### config.mk
export PLATFORM = sky130hd
export DESIGN_NAME = ex_div
export DESIGN_NICKNAME = d
export VERILOG_FILES = /design/src/rtl/ex_div_pkg.sv /design/src/rtl/ex_div_step.sv /design/src/rtl/ex_div.sv
export SDC_FILE = /design/constraint.sdc
export NUM_CORES = 1
export LEC_CHECK = 0
export ABC_AREA = 1
export ABC_CLOCK_PERIOD_IN_PS = 7500
export CELL_PAD_IN_SITES_DETAIL_PLACEMENT = 0
export CELL_PAD_IN_SITES_GLOBAL_PLACEMENT = 2
export CORE_ASPECT_RATIO = 1.25
export CORE_MARGIN = 2
export CORE_UTILIZATION = 33
export CTS_BUF_LIST = sky130_fd_sc_hd__clkbuf_8 sky130_fd_sc_hd__clkbuf_16
export DETAILED_ROUTE_END_ITERATION = 16
export HOLD_SLACK_MARGIN = 0.1
export PLACE_DENSITY_LB_ADDON = 0.1
export SYNTH_ARGS = -nofsm -noshare
export SYNTH_HDL_FRONTEND = slang
export SYNTH_SLANG_ARGS = --single-unit
### constraint.sdc
create_clock -name clk -period 7.5 [get_ports clk]
set_input_delay 0.75 -clock clk [delete_from_list [all_inputs] [get_ports clk]]
set_output_delay 0.75 -clock clk [all_outputs]
set_load 0.01 [all_outputs]
### src/rtl/ex_div_pkg.sv
// Shared widths, ALU op codes and helpers for the EX-stage divider.
// Build option: DIV_EARLY_OUT_EN (divide-by-zero / signed overflow bypass the iteration).
package ex_div_pkg;

   localparam int REG_W   = 32;
   localparam int ALUOP_W = 8;

   localparam logic [REG_W-1:0] ZERO_WORD  = 32'h0000_0000;
   localparam logic             RST_ENABLE = 1'b1;

   localparam logic [ALUOP_W-1:0] EXE_DIV_OP  = 8'b0001_1010;
   localparam logic [ALUOP_W-1:0] EXE_DIVU_OP = 8'b0001_1011;
   localparam logic [ALUOP_W-1:0] EXE_REM_OP  = 8'b0001_1100;
   localparam logic [ALUOP_W-1:0] EXE_REMU_OP = 8'b0001_1101;

   function automatic logic is_div_family(input logic [ALUOP_W-1:0] op);
      case (op)
         EXE_DIV_OP, EXE_DIVU_OP, EXE_REM_OP, EXE_REMU_OP: is_div_family = 1'b1;
         default:                                          is_div_family = 1'b0;
      endcase
   endfunction

   function automatic logic is_signed_op(input logic [ALUOP_W-1:0] op);
      case (op)
         EXE_DIV_OP, EXE_REM_OP: is_signed_op = 1'b1;
         default:                is_signed_op = 1'b0;
      endcase
   endfunction

   // Quotient-producing ops; the rest return the remainder.
   function automatic logic is_quot_op(input logic [ALUOP_W-1:0] op);
      case (op)
         EXE_DIV_OP, EXE_DIVU_OP: is_quot_op = 1'b1;
         default:                 is_quot_op = 1'b0;
      endcase
   endfunction

endpackage

### src/rtl/ex_div_step.sv
// One radix-2 restoring division step: shift {rem,quo} left, trial-subtract divisor.
module div_step
   import ex_div_pkg::*;
(
   input  logic [REG_W-1:0] rem,
   input  logic [REG_W-1:0] quo,
   input  logic [REG_W-1:0] divisor,
   output logic [REG_W-1:0] rem_next,
   output logic [REG_W-1:0] quo_next
);

   logic [REG_W:0] partial_s;
   logic [REG_W:0] diff_s;

   // Restoring step; partial stays below 2*divisor so 33 bits suffice.
   always_comb begin
      partial_s = {rem, quo[REG_W-1]};
      diff_s    = partial_s - {1'b0, divisor};
      if (diff_s[REG_W] == 1'b0) begin
         rem_next = diff_s[REG_W-1:0];
         quo_next = {quo[REG_W-2:0], 1'b1};
      end else begin
         rem_next = partial_s[REG_W-1:0];
         quo_next = {quo[REG_W-2:0], 1'b0};
      end
   end

endmodule

### src/rtl/ex_div.sv
// Multi-cycle EX-stage divider (DIV/DIVU/REM/REMU) with pipeline stall and flush.
// Build option: DIV_EARLY_OUT_EN sends divide-by-zero and signed overflow IDLE -> DONE.
module ex_div
   import ex_div_pkg::*;
(
   input  logic               clk,
   input  logic               rst,
   input  logic               start,
   input  logic [ALUOP_W-1:0] aluop,
   input  logic [REG_W-1:0]   reg1,
   input  logic [REG_W-1:0]   reg2,
   input  logic               annul,
   output logic               stallreq,
   output logic [REG_W-1:0]   result,
   output logic               ready
);

   typedef enum logic [1:0] {IDLE = 2'd0, BUSY = 2'd1, DONE = 2'd2} state_t;

   state_t             state_r, state_s;
   logic [5:0]         cnt_r, cnt_s;
   logic [REG_W-1:0]   rem_r, rem_s, quo_r, quo_s, dsr_r, dsr_s;
   logic [ALUOP_W-1:0] op_r, op_s;
   logic               neg_q_r, neg_q_s, neg_rem_r, neg_rem_s, dz_r, dz_s;
   logic [REG_W-1:0]   result_r, result_s;
   logic               ready_r, ready_s;

   logic [REG_W-1:0]   step_rem_s, step_quo_s;
   logic               a_neg_s, b_neg_s, dz_in_s, ovf_in_s, early_hit_s;
   logic [REG_W-1:0]   abs_a_s, abs_b_s, early_val_s, quo_fix_s, rem_fix_s, final_s;

   div_step u_step (
      .rem      (rem_r),
      .quo      (quo_r),
      .divisor  (dsr_r),
      .rem_next (step_rem_s),
      .quo_next (step_quo_s)
   );

   // Operand magnitudes, special-case detection and final sign fix-up.
   always_comb begin
      a_neg_s     = is_signed_op(aluop) & reg1[REG_W-1];
      b_neg_s     = is_signed_op(aluop) & reg2[REG_W-1];
      abs_a_s     = a_neg_s ? (ZERO_WORD - reg1) : reg1;
      abs_b_s     = b_neg_s ? (ZERO_WORD - reg2) : reg2;
      dz_in_s     = (reg2 == ZERO_WORD);
      ovf_in_s    = is_signed_op(aluop) && (reg1 == 32'h8000_0000) && (reg2 == 32'hFFFF_FFFF);
`ifdef DIV_EARLY_OUT_EN
      early_hit_s = dz_in_s | ovf_in_s;
`else
      early_hit_s = 1'b0;
`endif
      if (dz_in_s) begin
         early_val_s = is_quot_op(aluop) ? 32'hFFFF_FFFF : reg1;
      end else begin
         early_val_s = is_quot_op(aluop) ? 32'h8000_0000 : ZERO_WORD;
      end
      // A zero divisor yields all-ones quotient regardless of the dividend sign.
      quo_fix_s = dz_r ? 32'hFFFF_FFFF : (neg_q_r ? (ZERO_WORD - step_quo_s) : step_quo_s);
      rem_fix_s = neg_rem_r ? (ZERO_WORD - step_rem_s) : step_rem_s;
      final_s   = is_quot_op(op_r) ? quo_fix_s : rem_fix_s;
   end

   // Stall request is combinational so the pipeline freezes in the start cycle itself.
   always_comb begin
      stallreq = (rst != RST_ENABLE) &&
                 ((state_r == BUSY) ||
                  ((state_r == IDLE) && start && !annul && is_div_family(aluop)));
   end

   // Next-state, datapath and output-register logic.
   always_comb begin
      state_s   = state_r;
      cnt_s     = cnt_r;
      rem_s     = rem_r;
      quo_s     = quo_r;
      dsr_s     = dsr_r;
      op_s      = op_r;
      neg_q_s   = neg_q_r;
      neg_rem_s = neg_rem_r;
      dz_s      = dz_r;
      ready_s   = 1'b0;
      result_s  = ZERO_WORD;
      if (annul) begin
         state_s = IDLE;
      end else begin
         case (state_r)
            IDLE: begin
               if (start && is_div_family(aluop)) begin
                  cnt_s     = 6'd0;
                  rem_s     = ZERO_WORD;
                  quo_s     = abs_a_s;
                  dsr_s     = abs_b_s;
                  op_s      = aluop;
                  neg_q_s   = a_neg_s ^ b_neg_s;
                  neg_rem_s = a_neg_s;
                  dz_s      = dz_in_s;
                  if (early_hit_s) begin
                     state_s  = DONE;
                     ready_s  = 1'b1;
                     result_s = early_val_s;
                  end else begin
                     state_s  = BUSY;
                  end
               end else begin
                  state_s = IDLE;
               end
            end
            BUSY: begin
               rem_s = step_rem_s;
               quo_s = step_quo_s;
               cnt_s = cnt_r + 6'd1;
               if (cnt_r == 6'd31) begin
                  state_s  = DONE;
                  ready_s  = 1'b1;
                  result_s = final_s;
               end else begin
                  state_s  = BUSY;
               end
            end
            DONE:    state_s = IDLE;
            default: state_s = IDLE;
         endcase
      end
   end

   // State and datapath registers with synchronous reset.
   always_ff @(posedge clk) begin
      if (rst == RST_ENABLE) begin
         state_r   <= IDLE;
         cnt_r     <= 6'd0;
         rem_r     <= ZERO_WORD;
         quo_r     <= ZERO_WORD;
         dsr_r     <= ZERO_WORD;
         op_r      <= 8'h00;
         neg_q_r   <= 1'b0;
         neg_rem_r <= 1'b0;
         dz_r      <= 1'b0;
         ready_r   <= 1'b0;
         result_r  <= ZERO_WORD;
      end else begin
         state_r   <= state_s;
         cnt_r     <= cnt_s;
         rem_r     <= rem_s;
         quo_r     <= quo_s;
         dsr_r     <= dsr_s;
         op_r      <= op_s;
         neg_q_r   <= neg_q_s;
         neg_rem_r <= neg_rem_s;
         dz_r      <= dz_s;
         ready_r   <= ready_s;
         result_r  <= result_s;
      end
   end

   assign ready  = ready_r;
   assign result = result_r;

endmodule

# [Word-level counts from Yosys, hierarchy flattened]
# Index checks and enable logic that the tools add are counted.
[op_classes] eq_ne=9 n_reduce_logical=18 bitwise_logic=7 muxes=23 addsub=6
[ops] cell="32-bit two-way mux" n=9
[ops] cell="32-bit one-hot mux with 2 select lines" n=2
[ops] cell="1-bit by 32-bit subtractor with 32-bit output, first input constant" n=4
[ops] cell="8-bit by 5-bit == test with 1-bit output, second input constant" n=6
[ops] cell="33-bit by 32-bit subtractor with 33-bit output" n=1
[ops] cell="32-bit logical NOT" n=1
[ops] cell="6-bit one-hot mux with 2 select lines" n=1
[ops] cell="1-bit two-way mux" n=8
[ops] cell="4-bit OR reduction" n=2
[ops] cell="6-bit by 1-bit adder with 6-bit output, second input constant" n=1
[ops] cell="6-bit by 5-bit == test with 1-bit output, second input constant" n=1
[ops] cell="6-bit two-way mux" n=1
[ops] cell="3-bit AND reduction" n=2
[ops] cell="2-bit OR reduction" n=3
[ops] cell="1-bit logical AND" n=5
[ops] cell="1-bit inverter" n=4
[ops] cell="2-bit one-hot mux with 2 select lines" n=1
[ops] cell="3-bit OR reduction" n=1
[ops] cell="1-bit AND" n=2
[ops] cell="2-bit by 1-bit == test with 1-bit output, second input constant" n=1
[ops] cell="2-bit logical NOT" n=1
[ops] cell="2-bit two-way mux" n=1
[ops] cell="2-bit by 1-bit != test with 1-bit output, second input constant" n=1
[ops] cell="2-bit nonzero test" n=1
[ops] cell="other kinds (3)" n=3
[word_totals] wordCells=74 out_inout_bits=34 regBits=148

# [Depth between registers and ports, before layout]
# Gate-level depths: netlist of run 1.
[logic_depth] word_depth=8 ltp_mapped=33

# [By module]
# Synthesis of run 1 repeated with hierarchy kept, for this count alone.
[hier_totals] cells_unflattened=2301 hier_area_um2=12917.4
[by_module_without_submodules] module="ex_div" cells_each=1587 area_each_um2=9521.6 instances=1
[by_module_without_submodules] module="div_step" cells_each=714 area_each_um2=3395.8 instances=1

# [Worst setup path before layout of run 1]
# No wires, ideal clock.
[synth_timing] path_type="flip-flop to flip-flop" from="register quo_r[31]" to="register result_r[30] (netlist: result[30])" required_time_ns=7.430 stages_incl_launch_ff=33 synth_period_minus_slack_ns=3.911 t_arrival_ns=3.841 setup_time_ns=0.070 setup_slack_ns=3.589 cell_sequence="dfxtp_1 inv_1 ha_1 inv_1 fa_1 nand2_1 nand2_1 nand3_1 nand2_2 nand2_1 nand2_2 nand2_2 nand3_2 nand2_2 buf_6 buf_4 ha_1 inv_1 nor3_1 nand2_1 nor3_1 nand2_1 inv_1 nand2_1 nand2_1 o21ai_0 nor2_1 o21ai_0 nor2_1 a21oi_1 o21ai_0 nand2_1 a21oi_1"
[synth_via] elab_chain_len=6 elab_cells_between_ends=9
[synth_lines] item="from (decl)" line_no="ex_div.sv:22" rtl="logic [REG_W-1:0] rem_r, rem_s, quo_r, quo_s, dsr_r, dsr_s;"
[synth_lines] item="from (signal assigned)" line_no="ex_div.sv:145" rtl="quo_r <= quo_s;"
[synth_lines] item="33-bit by 32-bit subtractor with 33-bit output" line_no="ex_div_step.sv:18" rtl="diff_s = partial_s - {1'b0, divisor};"
[synth_lines] item="1-bit two-way mux" line_no="ex_div_step.sv:19" rtl="if (diff_s[REG_W] == 1'b0) begin"
[synth_lines] item="1-bit by 32-bit subtractor with 32-bit output" line_no="ex_div.sv:59" rtl="quo_fix_s = dz_r ? 32'hFFFF_FFFF : (neg_q_r ? (ZERO_WORD - step_quo_s) : step_quo_s);"
[synth_lines] item="32-bit two-way mux (2 in a row)" line_no="ex_div.sv:59"
[synth_lines] item="32-bit two-way mux (*)" line_no="ex_div.sv:61" rtl="final_s = is_quot_op(op_r) ? quo_fix_s : rem_fix_s;"
[synth_lines] item="to (signal assigned)" line_no="ex_div.sv:152" rtl="result_r <= result_s;"
[synth_lines] item="to (decl)" line_no="ex_div.sv:25" rtl="logic [REG_W-1:0] result_r, result_s;"
# Mark *: on every way between the ends. The rest lies on a longest branch, timed or not.
# A chain may end at the register's enable or synchronous reset.

# [Final worst setup path of run 1]
# Same ends and word-level chain as after synthesis.

==> qor.yml, run 1 <==
outcome:
  status: "finished, final reports clean"
timing:
  fin_crit_sh: 0.666
  fin_crit_ns: 5.00
  finalMaxSlewViolations: 0
  worst_pin_slew_ns: 1.18
  finalHoldViolCount: 0
  relSlewSlack: 0.214
  rsz0062_at_grt: "false"
  max_freq_ghz: 0.200
  setup_tns_ns: 0
  layout_setup_ws_ns: 2.50
  finalSetupViolations: 0
  finClkSkew_ns: 0.0140
synth:
  synth_top_area_frac: 0.247
  async_reset_ff_frac: 0
  yosysSeqAreaShare: 0.247
  synth_top_cell_by_area: "dfxtp_1"
  syn_inst: 2044
  syn_area_per_cell_um2: 5.84
  ys_warn_count: 0
  synthTopCellsByArea: "dfxtp_1 (25%), nand2_1 (19%), inv_1 (9.2%), a21oi_1 (8.3%), nor2_1 (6.2%)"
  synth_nets: 2158
  synth-edff-count: 0
  synth_flop_cell: "dfxtp_1"
  synth.cell_area_um2: 11900
  yosys_register_bits: 147
  ys_types: 46
die:
  die-area_um2: 37700
  die-width_um: 174
  rows: 77
  core_area_um2: 35600
  fp.dieH_um: 217
  ioPinCount: 110
  start_util: 0.336
setup_path:
  reg2regPathDepth: 31
  crit_path_end_kind: "flop"
  r2r_end: "result[30]$_SDFF_PP0_"
  critPathCapture: "result[30]$_SDFF_PP0_"
  cp-startpoint: "quo_r[31]$_SDFFE_PP0P_"
  ff2ff_setup_slack_ns: 2.50
  cpPeakStageDelay_ns: 0.45
  path_class: "flop to flop"
  cp.arrival_ns: 5.36
  cp-start-kind: "flop"
  slowest_stage: "buf_4"
  required_ns: 7.86
  crit_fanout: 47
  path_common_cell: "nand2_1"
  regToRegStartpoint: "quo_r[31]$_SDFFE_PP0P_"
clocking:
  numCtsBuffers: 17
  root_buffer: "clkbuf_16"
  clock-sinks: 147
  clock_latency_ns: 0.46
  post-cts-setup-buffer-count: 0
  hold_buffers: 0
  ctsLongestPathBuffers: 2
  postCtsResizedCells: 0
  clk_pin_slew_ns: 0.06
  htreeDepth: 4
  cts_tree: "yes"
worst_hold_path:
  hold_path_class: "flop to flop"
layout:
  finalNonFillerCells: 2598
  multiInputGateArea_um2: 7590
  n_fill_cell: 3996
  seqCellArea_um2: 2940
  final_layout_size_suffix_gt1_frac: 0.0410
  diodes: 0
  final_common_cell: "nand2_1"
  syn2layout_area_growth_pct: 17.3
  stdcell_area_um2: 14000
  final_cell_mix: "nand2_1 (619), inv_1 (291), a21oi_1 (197)"
  nets: 2225
drt:
  dr_total_vias: 12600
  wl_um: 43400
  drtIter0Drc: 667
  first_pass_iters: 5
  drt-wirelength-per-cell_um: 16.7
  vias_per_cell: 4.86
  ant_nets: 0
  drc: 0
global_routing:
  grt-ovfl-total: 0
  grt_antenna_before_repair: 0
  grt_pass1_wl_um: 68700
  grt_max_degree: 63
  track_usage: 0.234
  grt_pass1_vias: 12600
placed_design:
  port_buffers: 109
  hpwl_um: 34800
  dp.cells: 2566
  post_dp_cell_area_um2: 13400
  pre_cts_ws_ns: 2.51
  gp_congestion: 0.891
power_and_ir_drop:
  power_leakage_nw: 6.73
  p_per_area_nw_per_um2: 153
  peakVddDrop_mv: 0.129
flow_run:
  maxCapViolCount: 0
==> cell type report <==
| class | instances | area share |
|---|---|---|
| multi-input cells | 1533 | 0.542 |
| flip-flops and latches | 147 | 0.210 |
| repair buffers | 120 | 0.0835 |
| inverters | 292 | 0.0783 |
| well taps | 474 | 0.0424 |
| clock buffers | 18 | 0.0314 |
| clock inverters | 14 | 0.0117 |
==> worst max-delay path: cells and delay by family, from the launching register on <==
kind / cells / cell delay [ns]
flip-flops: 1 / 0.32
buffers and inverters: 5 / 0.82
AND/OR/NAND/NOR: 18 / 2.23
adder cells (fa/ha/maj): 3 / 0.85
AO/OA/AOI/OAI: 5 / 0.66
==> power by group <==
| part | internal (mW) | switching [mW] | leakage (nW) |
|---|---|---|---|
| registers | 0.782 | 0.00139 | 1.18 |
| logic | 0.149 | 0.289 | 5.25 |
| clock network | 0.509 | 0.405 | 0.293 |
==> through the flow <==
| step | total power, mW | utilization | hold WS (ns) |
|---|---|---|---|
| floorplan | 1.09 | - | 0.409 |
| global placement | 1.24 | 0.377 | 0.432 |
| detailed placement | 1.24 | 0.377 | 0.436 |
| CTS | 2.16 | 0.394 | 0.446 |
| global route | 2.25 | 0.394 | 0.461 |
| finish | 2.14 | 0.394 | 0.442 |
==> cells in the mapped netlist, drive strengths merged (8+ instances only) <==
master	count
nor3	43
buf	15
clkbuf	57
nand3b	9
xor2	59
o21ai	119
nand2	636
dfxtp	147
nor2	201
a21oi	201
o31ai	8
ha	37
nand3	102
nor4	9
xnor2	28
inv	292
nand4	25
o211ai	13
==> cells by family (layout without fill, tap and decap cells) <==
group | count (synthesis) | count (layout) | share of synthesized area
AO/OA/AOI/OAI | 371 | 371 | 0.169
XOR/XNOR | 87 | 87 | 0.0639
adder cells (fa/ha/maj) | 38 | 38 | 0.0405
buffers and inverters | 364 | 444 | 0.120
flip-flops | 147 | 147 | 0.247
AND/OR/NAND/NOR | 1037 | 1037 | 0.361
==> how the worst min path moves through the flow <==
stage / end / from / slack, ns / cells after the start
floorplan: op_r[7]$_SDFFE_PP0P_ / op_r[7]$_SDFFE_PP0P_ / 0.41 / 2
global placement: op_r[7]$_SDFFE_PP0P_ / op_r[7]$_SDFFE_PP0P_ / 0.43 / 2
detailed placement: op_r[7]$_SDFFE_PP0P_ / op_r[7]$_SDFFE_PP0P_ / 0.44 / 2
CTS: op_r[7]$_SDFFE_PP0P_ / op_r[7]$_SDFFE_PP0P_ / 0.45 / 2
global route: op_r[7]$_SDFFE_PP0P_ / op_r[7]$_SDFFE_PP0P_ / 0.46 / 2
finish: op_r[7]$_SDFFE_PP0P_ / op_r[7]$_SDFFE_PP0P_ / 0.44 / 2
==> layer usage <==
layer  vias up  wire [um]  share of wire  global-route usage
li1       6647          -              -                   -
met1      5746      19200           0.44               0.276
met2       180      21800           0.50               0.429
met3        49        874          0.020              0.0237
met4         0       1580          0.036              0.0992
met5         -          0              0                   0
==> flip-flops by register name (all words and copies together), names as in the netlist <==
signal and count:
cnt_r 6, dsr_r 32, dz_r 1, neg_q_r 1
neg_rem_r 1, op_r 7, quo_r 32, ready 1
rem_r 32, result 32, state_r 2
No activity file was read; power rests on OpenSTA's default activity.
==> run 2, diff against run 1 <==
--- a/config.mk
+++ b/config.mk
@@ -6,12 +6,12 @@
 export NUM_CORES = 1
 export LEC_CHECK = 0
 export ABC_AREA = 1
-export ABC_CLOCK_PERIOD_IN_PS = 7500
+export ABC_CLOCK_PERIOD_IN_PS = 4200
 export CELL_PAD_IN_SITES_DETAIL_PLACEMENT = 0
 export CELL_PAD_IN_SITES_GLOBAL_PLACEMENT = 2
 export CORE_ASPECT_RATIO = 1.25
 export CORE_MARGIN = 2
-export CORE_UTILIZATION = 33
+export CORE_UTILIZATION = 28
 export CTS_BUF_LIST = sky130_fd_sc_hd__clkbuf_8 sky130_fd_sc_hd__clkbuf_16
 export DETAILED_ROUTE_END_ITERATION = 16
 export HOLD_SLACK_MARGIN = 0.1
==> constraint.sdc (replaced) <==
create_clock -name clk -period 4.2 [get_ports clk]
set_input_delay 0.42 -clock clk [delete_from_list [all_inputs] [get_ports clk]]
set_output_delay 0.42 -clock clk [all_outputs]
set_load 0.01 [all_outputs]
==> qor.yml, run 2 (synthesis results as in run 1) <==
worst_hold_path:
  hold_path_class: "primary input to flop"
layout:
  final_cell_mix: "nand2_1 (617), inv_1 (291), a21oi_1 (197)"
  final_layout_size_suffix_gt1_frac: 0.0624  # +0.0214
  nets: 2265  # +1.8%
  seqCellArea_um2: 2940  # unchanged
  n_fill_cell: 4810  # +20%
  final_common_cell: "nand2_1"
  syn2layout_area_growth_pct: 20.9
  finalNonFillerCells: 2724  # +4.8%
  multiInputGateArea_um2: 7620  # +0.43%
timing:
  fin_hold_ws_ns: 0.274  # -0.168 ns
  fin_crit_sh: 0.904  # +0.238
  finalSetupViolations: 0  # unchanged
  finClkSkew_ns: 0.00953  # -0.00446 ns
  rsz0062_at_grt: "false"
  fin_crit_ns: 3.80  # -1.20 ns
  relSlewSlack: 0.464  # +0.250
  max_freq_ghz: 0.263  # +32%
  worst_pin_slew_ns: 0.803  # -0.374 ns
  setup_tns_ns: 0  # unchanged
  finalHoldViolCount: 0  # unchanged
  finalMaxSlewViolations: 0  # unchanged
clocking:
  numCtsBuffers: 17  # unchanged
  clock-sinks: 147  # unchanged
  clock_latency_ns: 0.46  # about the same
  root_buffer: "clkbuf_16"
  hold_buffers: 0  # unchanged
  cts_tree: "yes"
  htreeDepth: 4  # unchanged
  clk_pin_slew_ns: 0.07  # about the same
  ctsLongestPathBuffers: 2  # unchanged
global_routing:
  grt_pass1_wl_um: 74300  # +8.2%
  grt_pass1_vias: 12600  # +0.28%
  use_met2: 0.379  # -0.0495
  grt-ovfl-total: 0  # unchanged
  track_usage: 0.220  # -0.0142
  top_usage_layer: "met2"
  grt_antenna_before_repair: 1  # +1
  grt_util_met1: 0.283  # +0.00678
  use_met3: 0.0281  # +0.00440
  grt_max_degree: 61  # -3.2%
setup_path:
  path_class: "flop to flop"
  crit_fanout: 4  # -91%
  cp.arrival_ns: 4.13  # -1.23 ns
  cp-start-kind: "flop"
  crit_path_end_kind: "flop"
  required_ns: 4.54  # -3.32 ns
power_and_ir_drop:
  power_leakage_nw: 6.89  # +2.5%
  p_per_area_nw_per_um2: 262  # +72%
  peakVddDrop_mv: 0.312  # +140%
placed_design:
  hpwl_um: 38900  # +12%
  port_buffers: 109  # unchanged
  dp.cells: 2689  # +4.8%
  gp_congestion: 0.878  # -1.5%
drt:
  vias_per_cell: 4.75  # -2.3%
  wl_um: 48200  # +11%
  dr_total_vias: 12900  # +2.5%
  drc: 0  # unchanged
  first_pass_iters: 5  # unchanged
  ant_nets: 0  # unchanged
  drt-wirelength-per-cell_um: 17.7  # +6.0%
  drtIter0Drc: 732  # +9.7%
die:
  start_util: 0.284  # -0.0518
  die-width_um: 189  # +8.4%
  core_area_um2: 42000  # +18%
  fp.dieH_um: 235  # +8.4%
  die-area_um2: 44300  # +17%
  rows: 84  # +9.1%
  ioPinCount: 110  # unchanged
outcome:
  status: "finished, final reports clean"
flow_run:
  maxCapViolCount: 0  # unchanged
## run 2: cell types whose count changed in the layout (fill, tap and decap cells not counted), moves of 3 or more
cell	delta
buf_4	+38
nor2_2	+4
clkinv_4	+3
clkinvlp_4	+3
inv_6	-3
o21ai_0	-3
## run 2: final cells by class
cell class,count,area share
multi-input cells,1533,0.529
flip-flops and latches,147,0.204
repair buffers,160,0.103
inverters,292,0.0760
well taps,559,0.0485
clock buffers,18,0.0305
clock inverters,14,0.00920
diodes,1,0.000174
## run 2: where the power goes
group          switching, mW  internal (mW)  leakage, nW
clock                  0.715          0.835        0.267
combinational          0.550          0.286         5.44
sequential           0.00275           1.40         1.18
total                   1.27           2.52         6.89
## run 2: path summary, 6_finish.rpt
check,from,end,slack [ns],cells past startpoint
setup / recovery,rem_r[20]$_SDFFE_PP0P_,result[28]$_SDFF_PP0_,0.40,22
hold / removal,rst,state_r[0]$_SDFF_PP0_,0.27,4
setup reg to reg,rem_r[20]$_SDFFE_PP0P_,result[28]$_SDFF_PP0_,0.40,22
hold reg to reg,op_r[7]$_SDFFE_PP0P_,op_r[7]$_SDFFE_PP0P_,0.45,2
## run 2: repair_timing
| item | 4_1_cts | 5_1_grt |
|---|---|---|
| endpoints found under the hold margin | 0 | 0 |
| endpoints found under the setup margin | 0 | 13 |
| gates resized for setup | 0 | 17 |
| setup buffers | 0 | 2 |
## run 2: worst max-delay path, stage by stage (launching register included)
cell	delay (ns)
dfxtp_1	0.38
ha_1	0.40
nand2_1	0.12
nor2_1	0.21
nand2_1	0.16
nor2_1	0.16
nand2_2	0.10
nand2_2	0.09
nand2_4	0.06
nand2_4	0.08
ha_1	0.16
inv_1	0.06
nor3_2	0.23
nand2_2	0.11
nor3_4	0.21
nand2_2	0.11
inv_2	0.08
nand4_1	0.14
o21ai_0	0.31
nand2_1	0.11
xor2_1	0.15
o21ai_0	0.16
a21oi_1	0.09
## run 2: per-layer routing
metal  share of wire  vias up  routed length [um]
li1                -     6745                   -
met1            0.46     5907               22400
met2            0.48      235               23400
met3           0.028       45                1360
met4           0.022        0                1080
met5               0        -                   0
## run 2: through the flow
step | utilization | power [mW] | area [um^2] | setup slack [ns]
4_1_cts | 0.341 | 3.82 | 14400 | 0.145
3_5_place_dp | 0.328 | 2.26 | 13800 | 0.209
3_3_place_gp | 0.328 | 2.27 | 13800 | 0.237
6_report | 0.343 | 3.78 | 14400 | 0.404
5_1_grt | 0.343 | 3.99 | 14400 | 0.0453
2_1_floorplan | - | 1.95 | 11900 | 0.289
==> run 3, diff against run 2 <==
--- a/config.mk
+++ b/config.mk
@@ -7,15 +7,14 @@
 export LEC_CHECK = 0
 export ABC_AREA = 1
 export ABC_CLOCK_PERIOD_IN_PS = 4200
-export CELL_PAD_IN_SITES_DETAIL_PLACEMENT = 0
-export CELL_PAD_IN_SITES_GLOBAL_PLACEMENT = 2
 export CORE_ASPECT_RATIO = 1.25
 export CORE_MARGIN = 2
-export CORE_UTILIZATION = 28
+export CORE_UTILIZATION = 54
 export CTS_BUF_LIST = sky130_fd_sc_hd__clkbuf_8 sky130_fd_sc_hd__clkbuf_16
+export CTS_CLUSTER_SIZE = 8
 export DETAILED_ROUTE_END_ITERATION = 16
 export HOLD_SLACK_MARGIN = 0.1
-export PLACE_DENSITY_LB_ADDON = 0.1
+export PLACE_DENSITY = 0.79
 export SYNTH_ARGS = -nofsm -noshare
 export SYNTH_HDL_FRONTEND = slang
 export SYNTH_SLANG_ARGS = --single-unit
==> qor.yml, run 3 (synthesis results as in run 1) <==
die:
  start_util: 0.552  # +0.268
  fp.dieH_um: 170  # -28%
  rows: 60  # -29%
  die-area_um2: 23300  # -47%
  core_area_um2: 21600  # -49%
  ioPinCount: 110  # unchanged
  die-width_um: 137  # -27%
drt:
  vias_per_cell: 5.56  # +17%
  drc: 0  # unchanged
  drt-wirelength-per-cell_um: 16.9  # -4.7%
  drtIter0Drc: 1127  # +54%
  dr_total_vias: 13500  # +4.4%
  wl_um: 40900  # -15%
  ant_nets: 0  # unchanged
  first_pass_iters: 6  # +1
setup_path:
  required_ns: 4.56  # +0.02 ns
  crit_path_end_kind: "flop"
  cp.arrival_ns: 4.26  # +0.13 ns
  crit_fanout: 4  # unchanged
  cp-start-kind: "flop"
  slowest_stage: "fa_2"
  cpPeakStageDelay_ns: 0.37  # -0.03 ns
  path_class: "flop to flop"
  reg2regPathDepth: 30  # +36%
  path_common_cell: "nand2_1"
global_routing:
  grt-ovfl-total: 0  # unchanged
  grt_util_met1: 0.425  # +0.143
  top_usage_layer: "met2"
  use_met2: 0.586  # +0.206
  track_usage: 0.356  # +0.137
  grt_max_degree: 62  # +1.6%
  grt_pass1_vias: 12600  # -0.10%
  grt_antenna_before_repair: 1  # unchanged
  grt_pass1_wl_um: 64600  # -13%
  use_met3: 0.0679  # +0.0398
timing:
  fin_hold_ws_ns: 0.443  # +0.169 ns
  finalHoldViolCount: 0  # unchanged
  fin_crit_ns: 3.90  # +0.0990 ns
  finalSetupViolations: 0  # unchanged
  max_freq_ghz: 0.257  # -2.5%
  relSlewSlack: 0.489  # +0.0254
  worst_pin_slew_ns: 0.766  # -0.0377 ns
  fin_crit_sh: 0.927  # +0.0236
  layout_setup_ws_ns: 0.305  # -0.0990 ns
  finalMaxSlewViolations: 0  # unchanged
  finClkSkew_ns: 0.0125  # +0.00301 ns
placed_design:
  pre_cts_ws_ns: 0.106  # -0.103 ns
  dp.cells: 2390  # -11%
  gp_congestion: 0.968  # +10%
  post_dp_cell_area_um2: 13300  # -3.6%
  port_buffers: 109  # unchanged
  hpwl_um: 32100  # -17%
layout:
  final_cell_mix: "nand2_1 (617), inv_1 (292), a21oi_1 (197)"
  syn2layout_area_growth_pct: 16.9
  stdcell_area_um2: 13900  # -3.3%
  finalNonFillerCells: 2426  # -11%
  nets: 2247  # -0.79%
  final_layout_size_suffix_gt1_frac: 0.0569  # -0.00551
  final_common_cell: "nand2_1"
clocking:
  clock-sinks: 147  # unchanged
  numCtsBuffers: 17  # unchanged
  cts_tree: "yes"
  clock_latency_ns: 0.44  # -0.02 ns
  ctsLongestPathBuffers: 2  # unchanged
  clk_pin_slew_ns: 0.07  # about the same
  root_buffer: "clkbuf_16"
  htreeDepth: 4  # unchanged
worst_hold_path:
  hold_path_class: "flop to flop"
  whs_path_depth: 2  # -2
power_and_ir_drop:
  peakVddDrop_mv: 0.287  # -8.2%
  finalPower_mw: 3.73  # -1.4%
  power_leakage_nw: 6.82  # -0.99%
  p_per_area_nw_per_um2: 268  # +1.9%
flow_run:
  maxCapViolCount: 0  # unchanged
outcome:
  status: "finished, final reports clean"
## run 3: cell types whose count changed in the layout (fill, tap and decap cells not counted), sizes merged
cell	before	now
buf	52	34
clkinvlp	5	4
clkbuf	18	17
bufinv	1	2
diode	1	2
clkinv	4	3
inv	296	297
## run 3: area by class of cell
type                            instances  area, um^2
Inverter                              292        1100
Clock buffer                           17         425
Tap cell                              279         349
Antenna cell                            2        5.00
Timing Repair Buffer                  142        1350
Fill cell                            2126        7670
Sequential cell                       147        2950
Multi-Input combinational cell       1533        7640
Clock inverter                         14         141
## run 3: path summary, 6_finish.rpt
check | startpoint | to | slack [ns]
setup / recovery | quo_r[31]$_SDFFE_PP0P_ | result[30]$_SDFF_PP0_ | 0.30
hold / removal | op_r[7]$_SDFFE_PP0P_ | op_r[7]$_SDFFE_PP0P_ | 0.44
setup reg to reg | quo_r[31]$_SDFFE_PP0P_ | result[30]$_SDFF_PP0_ | 0.30
hold reg to reg | op_r[7]$_SDFFE_PP0P_ | op_r[7]$_SDFFE_PP0P_ | 0.44
## run 3: timing repair
action,CTS,global route
endpoints found under the hold margin,0,0
hold buffers,0,0
setup endpoints to repair,0,9
buffers inserted,0,3
gates resized for setup,0,27
## run 3: where the power goes
part / internal (mW) / switching (mW) / leakage (nW)
combinational: 0.281 / 0.527 / 5.36
clock: 0.868 / 0.655 / 0.276
sequential: 1.40 / 0.00262 / 1.18
## run 3: stage by stage
step           TNS [ns]   util
3_5_place_dp          0  0.615
4_1_cts               0  0.641
3_3_place_gp          0  0.615
5_1_grt         -0.0873  0.645
2_1_floorplan         0      -
6_report              0  0.645
## run 3: per-layer routing
metal  vias to the layer above  wire, um
met1                      6086     16600
met2                       555     19000
met5                         -         0
li1                       6701         -
met3                       155      2750
met4                         0      2630
## run 3: worst max-delay path, delay by kind of cell, from the launching register on
kind,cells,cell delay [ns]
AOI/OAI and AO/OA,5,0.49
and+or+nand+nor,18,2.03
buffers and inverters,4,0.27
adders and majority gates,3,0.71
DFF,1,0.31
